File: src/rtl/iadc_ctrl_serializer_if.sv
// ----------------------------------------------------------------------------
// iadc_ctrl_serializer_if
//
// Command handshake between the iadc_controller register file (master) and
// the serial control-port engine (slave).
//
//   start_i  master->slave  one-cycle request to send a command
//   addr_i   master->slave  3-bit control address, sampled with start_i
//   data_i   master->slave  16-bit control data, sampled with start_i
//   busy_o   slave->master  transaction in progress
//   done_o   slave->master  one-cycle completion pulse
// ----------------------------------------------------------------------------
interface iadc_ctrl_serializer_if;
    logic        start_i;
    logic [2:0]  addr_i;
    logic [15:0] data_i;
    logic        busy_o;
    logic        done_o;

    modport master (
        output start_i,
        output addr_i,
        output data_i,
        input  busy_o,
        input  done_o
    );

    modport slave (
        input  start_i,
        input  addr_i,
        input  data_i,
        output busy_o,
        output done_o
    );
endinterface

File: src/rtl/iadc_ctrl_serializer.sv
// ----------------------------------------------------------------------------
// iadc_ctrl_serializer
//
// Serial control-port engine for the iADC. On start it shifts {addr, data}
// (19 bits) MSB-first onto adc_ctrl_data with a framing strobe, follows with
// one commit period (ADC latches the word) and one release period (strobe
// high), then pulses done.
//
// Parameter:
//   CLK_DIV  wb_clk_i cycles per half period of adc_ctrl_clk (1..255)
//
// Ports:
//   wb_clk_i           system clock
//   wb_rst_n_i         asynchronous active-low reset
//   ctrl (slave)       start_i/addr_i/data_i in, busy_o/done_o out
//   adc_ctrl_clk       serial clock, ADC samples on the rising edge
//   adc_ctrl_data      serial data, MSB first
//   adc_ctrl_strobe_n  active-low frame strobe
//
// Optional build macro IADC_CTRL_QUEUE_EN: adds a one-entry pending command
// buffer so a start received while busy is sent right after the current
// frame (last write wins), with no IDLE cycle in between.
// ----------------------------------------------------------------------------
module iadc_ctrl_serializer #(
    parameter int unsigned CLK_DIV = 4
) (
    input  logic                         wb_clk_i,
    input  logic                         wb_rst_n_i,
    iadc_ctrl_serializer_if.slave        ctrl,
    output logic                         adc_ctrl_clk,
    output logic                         adc_ctrl_data,
    output logic                         adc_ctrl_strobe_n
);

    // Phase counter spans one full serial period: 0..2*CLK_DIV-1.
    localparam int unsigned     PH_W     = $clog2(CLK_DIV) + 1;
    localparam logic [PH_W-1:0] PH_RISE  = PH_W'(CLK_DIV - 1);
    localparam logic [PH_W-1:0] PH_LAST  = PH_W'(2 * CLK_DIV - 1);
    localparam logic [4:0]      LAST_BIT = 5'd18;

    typedef enum logic [1:0] {
        IDLE    = 2'd0,
        SHIFT   = 2'd1,
        COMMIT  = 2'd2,
        RELEASE = 2'd3
    } state_t;

    state_t          state_q, state_d;
    logic [PH_W-1:0] ph_q,    ph_d;
    logic [4:0]      bit_q,   bit_d;
    logic [18:0]     shift_q, shift_d;
    logic            busy_q,  busy_d;
    logic            done_q,  done_d;
    logic            sclk_q,  sclk_d;
    logic            sdata_q, sdata_d;
    logic            strb_q,  strb_d;

    logic            launch;
    logic [18:0]     launch_word;

`ifdef IADC_CTRL_QUEUE_EN
    logic            pend_q,  pend_d;
    logic [18:0]     pword_q, pword_d;
`endif

    always_comb begin
        state_d     = state_q;
        ph_d        = ph_q;
        bit_d       = bit_q;
        shift_d     = shift_q;
        busy_d      = busy_q;
        done_d      = 1'b0;
        sclk_d      = sclk_q;
        sdata_d     = sdata_q;
        strb_d      = strb_q;
        launch      = 1'b0;
        launch_word = {ctrl.addr_i, ctrl.data_i};
`ifdef IADC_CTRL_QUEUE_EN
        pend_d      = pend_q;
        pword_d     = pword_q;
`endif

        if (state_q == IDLE) begin
            launch = ctrl.start_i;
        end else begin
            ph_d = ph_q + 1'b1;
            if (ph_q == PH_RISE) begin
                sclk_d = 1'b1;
            end

`ifdef IADC_CTRL_QUEUE_EN
            // Capture while busy; overwritten by any later start.
            if (ctrl.start_i) begin
                pend_d  = 1'b1;
                pword_d = {ctrl.addr_i, ctrl.data_i};
            end
`endif

            // Data and strobe only move here, at the start of a low phase.
            if (ph_q == PH_LAST) begin
                ph_d   = '0;
                sclk_d = 1'b0;
                case (state_q)
                    SHIFT: begin
                        if (bit_q == LAST_BIT) begin
                            state_d = COMMIT;
                            sdata_d = 1'b0;
                        end else begin
                            bit_d   = bit_q + 5'd1;
                            shift_d = {shift_q[17:0], 1'b0};
                            sdata_d = shift_q[17];
                        end
                    end
                    COMMIT: begin
                        state_d = RELEASE;
                        strb_d  = 1'b1;
                        sdata_d = 1'b0;
                    end
                    RELEASE: begin
                        state_d = IDLE;
                        busy_d  = 1'b0;
                        done_d  = 1'b1;
                        strb_d  = 1'b1;
                        sdata_d = 1'b0;
`ifdef IADC_CTRL_QUEUE_EN
                        // A start arriving now is newer than the buffer.
                        if (ctrl.start_i) begin
                            launch = 1'b1;
                        end else if (pend_q) begin
                            launch      = 1'b1;
                            launch_word = pword_q;
                        end
                        pend_d = 1'b0;
`endif
                    end
                    default: begin
                        state_d = IDLE;
                    end
                endcase
            end
        end

        if (launch) begin
            state_d = SHIFT;
            shift_d = launch_word;
            sdata_d = launch_word[18];
            strb_d  = 1'b0;
            busy_d  = 1'b1;
            bit_d   = '0;
            ph_d    = '0;
            sclk_d  = 1'b0;
        end
    end

    always_ff @(posedge wb_clk_i or negedge wb_rst_n_i) begin
        if (!wb_rst_n_i) begin
            state_q <= IDLE;
            ph_q    <= '0;
            bit_q   <= '0;
            shift_q <= '0;
            busy_q  <= 1'b0;
            done_q  <= 1'b0;
            sclk_q  <= 1'b0;
            sdata_q <= 1'b0;
            strb_q  <= 1'b1;
`ifdef IADC_CTRL_QUEUE_EN
            pend_q  <= 1'b0;
            pword_q <= '0;
`endif
        end else begin
            state_q <= state_d;
            ph_q    <= ph_d;
            bit_q   <= bit_d;
            shift_q <= shift_d;
            busy_q  <= busy_d;
            done_q  <= done_d;
            sclk_q  <= sclk_d;
            sdata_q <= sdata_d;
            strb_q  <= strb_d;
`ifdef IADC_CTRL_QUEUE_EN
            pend_q  <= pend_d;
            pword_q <= pword_d;
`endif
        end
    end

    assign ctrl.busy_o       = busy_q;
    assign ctrl.done_o       = done_q;
    assign adc_ctrl_clk      = sclk_q;
    assign adc_ctrl_data     = sdata_q;
    assign adc_ctrl_strobe_n = strb_q;

endmodule

File: src/flat_wrapper.sv
// flat-port wrapper written by rule: the top's interface ports become plain ports
module iadc_ctrl_serializer_flat 
#(
    parameter int unsigned CLK_DIV = 4
)
  (wb_clk_i, wb_rst_n_i, adc_ctrl_clk, adc_ctrl_data, adc_ctrl_strobe_n, ctrl_start_i, ctrl_addr_i, ctrl_data_i, ctrl_busy_o, ctrl_done_o);
  iadc_ctrl_serializer_if ctrl_i ();
  input  logic wb_clk_i;
  input  logic wb_rst_n_i;
  output logic adc_ctrl_clk;
  output logic adc_ctrl_data;
  output logic adc_ctrl_strobe_n;
  input wire logic [$bits(ctrl_i.start_i)-1:0] ctrl_start_i;
  input wire logic [$bits(ctrl_i.addr_i)-1:0] ctrl_addr_i;
  input wire logic [$bits(ctrl_i.data_i)-1:0] ctrl_data_i;
  output wire logic [$bits(ctrl_i.busy_o)-1:0] ctrl_busy_o;
  output wire logic [$bits(ctrl_i.done_o)-1:0] ctrl_done_o;
  assign ctrl_i.start_i = ctrl_start_i;
  assign ctrl_i.addr_i = ctrl_addr_i;
  assign ctrl_i.data_i = ctrl_data_i;
  assign ctrl_busy_o = ctrl_i.busy_o;
  assign ctrl_done_o = ctrl_i.done_o;
  iadc_ctrl_serializer #(.CLK_DIV(CLK_DIV)) u_core (.wb_clk_i(wb_clk_i), .wb_rst_n_i(wb_rst_n_i), .ctrl(ctrl_i), .adc_ctrl_clk(adc_ctrl_clk), .adc_ctrl_data(adc_ctrl_data), .adc_ctrl_strobe_n(adc_ctrl_strobe_n));
endmodule
File: config.mk
export PLATFORM = sky130hd
export DESIGN_NAME = iadc_ctrl_serializer_flat
export DESIGN_NICKNAME = d
export VERILOG_FILES = /design/src/rtl/iadc_ctrl_serializer_if.sv /design/src/rtl/iadc_ctrl_serializer.sv /design/src/flat_wrapper.sv
export SDC_FILE = /design/constraint.sdc
export NUM_CORES = 1
export LEC_CHECK = 0
export CORE_MARGIN = 3
export CORE_UTILIZATION = 45
export DETAILED_ROUTE_END_ITERATION = 10
export PLACE_DENSITY_LB_ADDON = 0.3
export SLEW_MARGIN = 20
export SYNTH_ARGS = -nofsm -noshare
export SYNTH_HDL_FRONTEND = slang
export SYNTH_SLANG_ARGS = --single-unit
File: constraint.sdc
create_clock -name wb_clk_i -period 1.8 [get_ports wb_clk_i]
set_clock_uncertainty 0.1 [all_clocks]
set_input_delay 0.18 -clock wb_clk_i [delete_from_list [all_inputs] [get_ports wb_clk_i]]
set_output_delay 0.18 -clock wb_clk_i [all_outputs]
set_load 0.01 [all_outputs]
# After elaboration in Yosys (flattened, before gate mapping)
# Cells that the tools add are included.
# W data, S select, Z words.
# op_classes
reduce_logical	14
eq_ne	9
muxes	39
addsub	2
# op_table
operator	n
$mux W18	5
$mux W5	5
$mux W1	20
$reduce_and A3 Y1	4
$mux W3	3
$mux W2	4
$reduce_bool A2 Y1	4
$reduce_bool A3 Y1	2
$add A5 B1 Y5 const B	1
$eq A5 B5 Y1 const B	1
$eq A2 B2 Y1 const B	2
$ne A2 B1 Y1 const B	2
$pmux W2 S2	1
$reduce_and A4 Y1	1
$add A3 B1 Y3 const B	1
$eq A3 B2 Y1 const B	1
$eq A3 B3 Y1 const B	1
$ne A3 B1 Y1 const B	1
$eq A2 B1 Y1 const B	1
$logic_not A2 Y1	1
$pmux W1 S2	1
$reduce_and A2 Y1	1
$reduce_or A2 Y1	1
# totals
output_inout_bits	5
register_bits	33
wordCells	73

# Logic depth before layout (Yosys ltp)
# depth
ltp_word	6
ltp_mapped	7

# Least setup slack after synthesis
# No wires, ideal clock.
# synth_path
kind	flip-flop to flip-flop
from	register u_core.state_q[0]
to	register u_core.shift_q[17]
path_stages_with_launch	8
arrival_ns	1.447
setup_time_ns	0.126
t_required_ns	1.574
n_path_buf	2
slack_ns	0.128
cell_sequence	dfrtp_1 inv_1 ha_1 buf_6 nand3b_2 clkbuf_1 o21ai_0 a21oi_1
# synth_between
elab_chain_cells	4
word_cells_on_any_way	9
classes_between	eq/ne (3); mux (2); reduce/logical (4)
# synth_rtl
item	line	source
start: declaration	iadc_ctrl_serializer.sv:48	state_t state_q, state_d;
start signal: assignment	iadc_ctrl_serializer.sv:171	state_q <= state_d;
$logic_not A2 Y1	iadc_ctrl_serializer.sv:83	if (state_q == IDLE) begin
$mux W1	iadc_ctrl_serializer.sv:83	
$ne A2 B1 Y1 (no line) or $reduce_bool A2 Y1 (tied branches)	n/a	
$reduce_and A4 Y1 (no line)	n/a	
end signal: assignment	iadc_ctrl_serializer.sv:174	shift_q <= shift_d;
end: declaration	iadc_ctrl_serializer.sv:51	logic [18:0] shift_q, shift_d;
# Parallel ways exist; a longest one is shown, timed or not.
# A chain may end at the register's enable or synchronous reset.

# Final worst setup path
# layout_path
from	register u_core.ph_q[0]
to	register u_core.shift_q[17]
# layout_between
elab_chain_cells	3
# layout_rtl
item	line	source
start: declaration	iadc_ctrl_serializer.sv:49	logic [PH_W-1:0] ph_q, ph_d;
start signal: assignment	iadc_ctrl_serializer.sv:172	ph_q <= ph_d;
$eq A3 B3 Y1	iadc_ctrl_serializer.sv:100	if (ph_q == PH_LAST) begin
$reduce_bool A2 Y1 (no line)	n/a	
$reduce_and A4 Y1 (no line)	n/a	
# Every way passes these cells.

==> impl_metrics.tcl <==
set metrics [dict create \
    synth.area.mux_share_pct 1.81 \
    cts_max_path_buffers 2 \
    rsz0062_at_grt "true" \
    area_delta_synth_final_pct 27.0 \
    synth_top_area_cell "dfrtp_1" \
    design_area_sq_um 2200 \
    yosys_warnings 0 \
    grt_antenna_before_repair 0 \
    clk_latency_ns 0.28 \
    ios 27 \
    grt_max_degree 34 \
    insertedDiodeCount 0 \
    initial_core_util_pct 49.1 \
    synth-main-ff-cell "dfrtp_1" \
    synth-seq-cells 33 \
    rows 21 \
    finalCriticalPeriod_ns 1.74 \
    critPathBufInv 1 \
    drc 0 \
    drive_gt1_share_pct 12.1 \
    via_per_inst 5.47 \
    reg2reg_slack_ns 0.06 \
    first_iter_violations 67 \
    grt_usage_pct 17.5 \
    min_path_type "input port to async pin" \
    crit_arrival_ns 1.79 \
    fillers 283 \
    synth_area_sq_um 1730 \
    finalSetupViolations 0 \
    cp_slowest_stage_delay_ns 0.39 \
    io_buffers 26 \
    die_w_um 68.0 \
    cap_violations 0 \
    numCtsBuffers 5 \
    r2r_end "u_core.shift_q[17]" \
    drt-wirelength-per-cell_um 14.1 \
    synth-xor-area-share_pct 0 \
    hold_violations 0 \
    crit_required_ns 1.86 \
    synth_top_family_by_area "compound AO/OA/AOI/OAI gates" \
    synth-simple-area-share_pct 14.6 \
    end_kind "register" \
    ctsHtreeMaxLevel 2 \
    overflow 0 \
    cts_tree "done" \
    path_class "register to register" \
    ant_nets 0 \
    path_cells "ha_1 > ha_2 > and3b_1 > buf_12 > a31oi_1 > a21oi_1" \
    ys_top_cells_by_area "dfrtp_1 (46%), ha_1 (7.2%), o21ai_0 (7.2%)" \
    yosys.area_share.adder_pct 7.23 \
    synth_compound_area_share_pct 23.1 \
    timing.final.crit_share_pct 96.4 \
    cellPowerDensity_nw_per_um2 1460 \
    path_max_fanout 20 \
    first_pass_iters 4 \
    synth_commonest_cells "dfrtp_1 (32), o21ai_0 (25), nor2_1 (22), a21oi_1 (21), a31oi_1 (18)" \
    place_congestion 0.816 \
    routed_wl_um 3650 \
    ys_types 33 \
    cts_root_buf "clkbuf_8" \
    ys_seq_area_share_pct 47.8 \
    hpwl_um 2550 \
    num_vias 1422 \
    cts.reportedPaths.clkPinSlew_ns 0.07 \
    place_area_sq_um 2080 \
    reg2regPathDepth 6 \
    synth_edf_count 0 \
    placeableCoreArea_sq_um 3520 \
    finalWorstSetupSlack_ns 0.0646 \
    tightest_slew_ns 0.414 \
    ir_drop_uv 590 \
    status "finished, final reports clean" \
    yosysTopAreaCellShare_pct 46.3 \
    slew_headroom_pct 72.4 \
    die-area_sq_um 4630 \
    leakage_nw 0.968 \
    clock_sinks 33 \
    final_core_util_pct 62.4 \
    fmax_mhz 576 \
    async_flop_share_pct 100 \
    avgSynthCellArea_sq_um 9.46 \
    nets 245 \
    start_kind "register" \
    rr_startpoint "u_core.ph_q[0]" \
    drv_slew 0 \
    slowest_stage "dfrtp_1" \
    grt_pass1_vias 1399 \
    grt_pass1_wl_um 6130 \
    die_y_um 68.0 \
    synth_nets 215 \
    dp_slack_ns -0.0768 \
    synth_cells 183 \
    critPathTopFamily "adder cells" \
    synth.most_common_cell "dfrtp_1" \
]
==> cells in the final DEF, fill, tap and decap left out, types with 2 or more instances in the layout <==
cell type / instances
inv_1: 7
clkdlybuf4s50_1: 26
nand3_1: 2
buf_12: 2
ha_2: 3
nand2_1: 8
nand3b_4: 2
a21oi_1: 21
ha_1: 7
clkbuf_8: 7
a31oi_1: 18
and2_1: 2
o211ai_1: 2
nor2_1: 22
nand4_1: 2
mux2i_1: 2
o21ai_0: 25
nor2b_1: 2
buf_4: 8
dfrtp_1: 32
==> stage by stage <==
stage	hold slack, ns	cells	TNS, ns	power, mW
after floorplan	-0.216	183	0	2.14
after global placement	0.374	252	0	2.50
after detailed placement	0.387	252	-0.0777	2.58
after CTS	0.222	260	0	3.23
after global routing	0.250	260	-0.122	3.48
final	0.206	260	0	3.21
==> state kept, by name, summed over array words and instances (netlist names) <==
register                  count
u_core.ctrl.busy_o            1
u_core.adc_ctrl_strobe_n      1
u_core.ph_q                   3
u_core.shift_q               18
u_core.state_q                2
u_core.ctrl.done_o            1
u_core.adc_ctrl_clk           1
u_core.adc_ctrl_data          1
u_core.bit_q                  5
==> how the worst max path moves through the flow <==
stage	startpoint	end	slack [ns]	cells past startpoint
global route	u_core.state_q[1]	u_core.shift_q[8]	-0.03	6
CTS	u_core.state_q[1]	u_core.shift_q[17]	0.04	6
detailed placement	u_core.state_q[1]	u_core.shift_q[17]	-0.08	5
global placement	u_core.ph_q[0]	u_core.shift_q[14]	0.07	6
finish	u_core.ph_q[0]	u_core.shift_q[17]	0.06	6
floorplan	u_core.state_q[0]	u_core.shift_q[17]	0.13	7
==> worst reg2reg max path: stages (launching register included) <==
cell and delay, ns:
dfrtp_1 0.39, ha_1 0.22, ha_2 0.24, and3b_1 0.23
buf_12 0.15, a31oi_1 0.19, a21oi_1 0.10
==> kinds of logic after synthesis <==
logic type / count (synthesis)
AOI/OAI and AO/OA: 70
adders and majority gates: 10
buffers and inverters: 20
DFF: 33
muxes: 3
and+or+nand+nor: 47
==> what timing repair did <==
action | CTS | global route
cloned | 0 | 0
setup buffers | 0 | 0
hold buffers | 0 | 0
gates resized for setup | 2 | 2
endpoints found under the setup margin | 3 | 22
==> metal layers <==
| metal | track usage (%) | routed length (um) | vias to the layer above |
|---|---|---|---|
| met5 | 0 | 0 | - |
| met4 | 6.45 | 48 | 0 |
| met3 | 3.94 | 184 | 7 |
| met2 | 28.6 | 1750 | 34 |
| met1 | 22.4 | 1670 | 666 |
| li1 | - | - | 715 |
==> power by group <==
| group | internal (mW) | switching [mW] | leakage [nW] | total (mW) |
|---|---|---|---|---|
| registers | 1.09 | 0.201 | 0.385 | 1.29 |
| clock network | 0.345 | 0.259 | 0.0542 | 0.604 |
| logic | 0.634 | 0.675 | 0.529 | 1.31 |
| total | 2.07 | 1.13 | 0.968 | 3.21 |
==> area by class of cell <==
| cell class | count | area [sq um] | share of cell area (%) |
|---|---|---|---|
| clock buffers | 7 | 96.3 | 4.38 |
| clock inverters | 1 | 5.00 | 0.228 |
| inverters | 7 | 26.3 | 1.20 |
| multi-input cells | 130 | 825 | 37.5 |
| flip-flops and latches | 33 | 827 | 37.6 |
| well taps | 46 | 57.6 | 2.62 |
| repair buffers | 36 | 360 | 16.4 |
No activity file was read; power rests on OpenSTA's default activity.
